## config.mk

```make
export PLATFORM = sky130hd
export DESIGN_NAME = afifo_rd_outbuf
export DESIGN_NICKNAME = d
export VERILOG_FILES = /design/src/rtl/afifo_rd_outbuf.sv
export SDC_FILE = /design/constraint.sdc
export NUM_CORES = 1
export LEC_CHECK = 0
export CAP_MARGIN = 20
export CORE_MARGIN = 2
export CORE_UTILIZATION = 46
export CTS_BUF_LIST = sky130_fd_sc_hd__clkbuf_2
export CTS_CLUSTER_SIZE = 8
export DETAILED_ROUTE_END_ITERATION = 10
export GPL_TIMING_DRIVEN = 0
export PLACE_DENSITY = 0.87
export SETUP_SLACK_MARGIN = 0.1
export SYNTH_ARGS = -nofsm -noshare
export SYNTH_HDL_FRONTEND = slang
export SYNTH_SLANG_ARGS = --single-unit
```

## constraint.sdc

```tcl
create_clock -name rclk -period 5.6 [get_ports rclk]
set_input_delay 1.12 -clock rclk [delete_from_list [all_inputs] [get_ports rclk]]
set_output_delay 1.12 -clock rclk [all_outputs]
set_load 0.03 [all_outputs]
```

## src/rtl/afifo_rd_outbuf.sv

```systemverilog
// Read-side output stage of the async FIFO: a 2-entry main/skid buffer that turns the
// FIFO head (vld/pop) into a fully registered valid/ready stream without exposing out_rdy to pop.
module afifo_rd_outbuf #(
  parameter int DW = 38
) (
  input  logic          rclk,
  input  logic          rst,
  input  logic          fifo_vld,
  input  logic [DW-1:0] fifo_data,
  output logic          fifo_pop,
  output logic          out_vld,
  output logic [DW-1:0] out_data,
  input  logic          out_rdy,
  output logic [1:0]    lvl
);

  typedef enum logic [1:0] {
    EMPTY   = 2'd0,
    ONE     = 2'd1,
    FULL    = 2'd2,
    ILLEGAL = 2'd3
  } st_t;

  st_t           st;
  logic [DW-1:0] main_q;
  logic [DW-1:0] skid_q;
  logic          drain;

  // Handshake: a word moves on out_* in any cycle where out_vld & out_rdy; out_vld and
  // out_data hold until that happens. The head moves on fifo_* when fifo_pop is high.
  assign out_vld  = (st == ONE) || (st == FULL);
  assign out_data = main_q;
  assign drain    = out_vld & out_rdy;
  assign lvl      = st;

  // Pop depends only on the state flop and fifo_vld, never on the consumer.
  assign fifo_pop = fifo_vld & ~rst & (st != FULL);

  always_ff @(posedge rclk) begin
    if (rst) begin
      st <= EMPTY;
    end else begin
      case (st)
        ONE: begin
          if (fifo_pop && drain) begin
            main_q <= fifo_data;
          end else if (fifo_pop) begin
            skid_q <= fifo_data;
            st     <= FULL;
          end else if (drain) begin
            st <= EMPTY;
          end
        end
        FULL: begin
          if (drain) begin
            main_q <= skid_q;
            st     <= ONE;
          end
        end
        // EMPTY, and the unreachable encoding treated as EMPTY.
        default: begin
          if (fifo_pop) begin
            main_q <= fifo_data;
            st     <= ONE;
          end else begin
            st <= EMPTY;
          end
        end
      endcase
    end
  end

endmodule

```

==> results of run 1 <==
==> power by group through the flow <==
stage | sequential (mW) | clock [mW] | combinational, mW
4_1_cts | 0.670 | 0.286 | 0.136
5_1_grt | 0.672 | 0.308 | 0.144
3_3_place_gp | 0.684 | 0 | 0.128
2_1_floorplan | 0.712 | 0 | 0.0341
3_5_place_dp | 0.683 | 0 | 0.136
6_report | 0.670 | 0.274 | 0.135
==> routing by layer <==
metal  vias to the layer above  track usage  share of wire
li1                        763            -              -
met5                         -            0              0
met3                        13       0.0544          0.065
met2                        56        0.265           0.49
met1                       780        0.196           0.42
met4                         0       0.0865          0.023
==> metrics by stage <==
stage / worst slack [ns] / cells / power, mW
6_report: 1.59 / 323 / 1.08
3_5_place_dp: 1.59 / 308 / 0.819
2_1_floorplan: 2.04 / 146 / 0.746
3_3_place_gp: 0.560 / 306 / 0.812
4_1_cts: 1.58 / 323 / 1.09
5_1_grt: 1.49 / 323 / 1.12
==> cell type report <==
cell class	count	share of cell area
plain buffers	5	0.00652
clock buffers	9	0.0112
clock inverters	6	0.0134
inverters	5	0.00466
multi-input cells	58	0.148
flip-flops and latches	78	0.577
well taps	77	0.0239
repair buffers	85	0.216
==> cell usage in the layout (no fill, tap or decap), types with 2 or more instances in the layout <==
cell,Yosys,final
clkdlybuf4s50_1,0,83
edfxtp_1,76,76
mux2_2,38,38
clkbuf_2,0,9
inv_1,5,5
clkbuf_1,4,4
clkinv_2,0,4
mux2i_1,3,3
nor2b_1,2,2
nand2b_1,2,2
nor2_4,0,2
nor2_1,4,2
ha_1,2,2
buf_12,0,2
dfxtp_1,2,2
==> cell usage after synthesis <==
cell and count:
mux2i_1 3, nor2b_1 2, or3b_4 1, nor2_1 4
mux2_4 1, a22oi_1 1, mux2_2 38, a32oi_1 1
nand2_1 1, nand3_1 1, o21ai_0 1, buf_6 1
clkbuf_1 4, nand2b_1 2, inv_1 5, ha_1 2
dfxtp_1 2, edfxtp_1 76
==> registers in the layout (all words and copies together) (netlist names) <==
| name | flops |
|---|---|
| out_data | 38 |
| skid_q | 38 |
| lvl | 2 |
==> final timing paths <==
path	startpoint	end	slack (ns)	cells past startpoint
worst max-delay path	rst	fifo_pop	1.59	4
worst min-delay path	lvl[1]	lvl[1]	0.56	2
worst max register to register	lvl[0]	out_data[31]	3.14	7
worst min register to register	lvl[1]	lvl[1]	0.56	2
==> worst max-delay path: stages <==
cell	delay (ns)
clkdlybuf4s50_1	0.54
or3b_4	0.46
inv_1	0.09
clkdlybuf4s50_1	0.69
==> kinds of logic after synthesis <==
| family | after synthesis | synth area share |
|---|---|---|
| flops | 78 | 0.788 |
| mux | 42 | 0.161 |
| simple gates | 11 | 0.0204 |
| buf+inv | 10 | 0.0153 |
| compound gates | 3 | 0.00722 |
| fa+ha+maj | 2 | 0.00849 |
==> flow_summary.toml, run 1 <==
[yosys]
yosysTopAreaCell = "edfxtp_1"
ys_ff_latch = 78
syn-num-nets = 190
synth_top_area_share = 0.775
ys_top_cells_by_area = "edfxtp_1, mux2_2, dfxtp_1"
yosysUniqueCellTypes = 18
yosysSeqAreaShare = 0.788
yosysWarningCount = 0
syn-mean-instance-area_um2 = 20.2
syn_inst = 146
synth_area_um2 = 2950

[floorplanning]
ios = 84
rows = 29
die-area_um2 = 7060
initial_core_util = 0.469
core_region_area_um2 = 6280
die_w_um = 84.0
die_h_um = 84.0

[timing]
hold_violations = 0
fmax_mhz = 249
fin_setup_tns_ns = 0
rsz0062_at_grt = "false"
max_slew_margin = 0.582
hold_slack_ns = 0.560
drv_slew = 0
setup_viol = 0
fin_worst_skew_ns = 0.0266
fin_crit_ns = 4.01
worst_pin_slew_ns = 0.626
post-route-period-util = 0.717

[placement]
place.gp.congestion = 0.673
placed_cell_area_um2 = 3930
portBuffers = 83
place_hpwl_mm = 3.67

[detailed_routing]
firstDrtPassIters = 4
wl_mm = 5.26
wl_per_cell_um = 16.3
drt_iter0_markers = 91
post-route-drc-count = 0
via_per_inst = 4.99
vias = 1612
ant_nets = 0

[worst_setup_path]
crit_arrival_ns = 2.89
crit_path_start_kind = "input port"
worstSetupEndpointType = "output port"
cp.required_ns = 4.48
crit_type = "in2out"
critPathMaxFanout = 6

[clocking]
cts.clk_slew.worst_paths_ns = 0.18
root_buffer = "clkbuf_2"
cts_made_buffers = 9
clockBufferDepth = 2
cts_setup_buffers = 0
insertion_delay_ns = 0.49
hold_buffers = 0
clock-sinks = 78
cts_tree = "yes"
htree_levels = 3
post_cts_resized = 0

[final_layout]
final_area_um2 = 4030
multiInputGateArea_um2 = 594
drive_above_1_share = 0.240
fin_nets = 286
fillers = 477
final_core_util = 0.642
regArea_um2 = 2320
n_antenna_cell = 0
area_growth_pct = 36.7

[pwr]
p_clk_frac = 0.254
leakage_nw = 1.36
seqPwrFrac = 0.621
p_sw_uw = 249
power_density_nw_per_um2 = 268
p_comb_frac = 0.125
p_sw_frac = 0.231
intPower_uw = 830
irDropWorstVdd_mv = 0.250

[global_route]
grt_pass1_wl_mm = 8.76
gr-usage-all-layers = 0.164
antenna_found_initial = 0
grt_max_degree = 26
overflow = 0
grt_pass1_vias = 1763

[worst_hold_path]
hp-class = "reg2reg"

[run]
maxCapViolations = 0

[status]
outcome = "finished clean"
Note: power is estimated with default switching activity, not from simulation.
==> run 2, diff against run 1 <==
==> constraint.sdc (replaced) <==
create_clock -name rclk -period 3.87 [get_ports rclk]
set_input_delay 0.774 -clock rclk [delete_from_list [all_inputs] [get_ports rclk]]
set_output_delay 0.774 -clock rclk [all_outputs]
set_load 0.03 [all_outputs]
==> results of run 2 <==
The final DEF is identical to that of run 1. Status: finished clean.
Main changes from that run: setup slack after placement 1.59 ns -> 0.552 ns; setup slack after layout 1.59 ns -> 0.548 ns; register-to-register setup slack 3.14 ns -> 1.41 ns; total power 1.08 mW -> 1.56 mW; worst IR drop on VDD 0.250 mV -> 0.362 mV
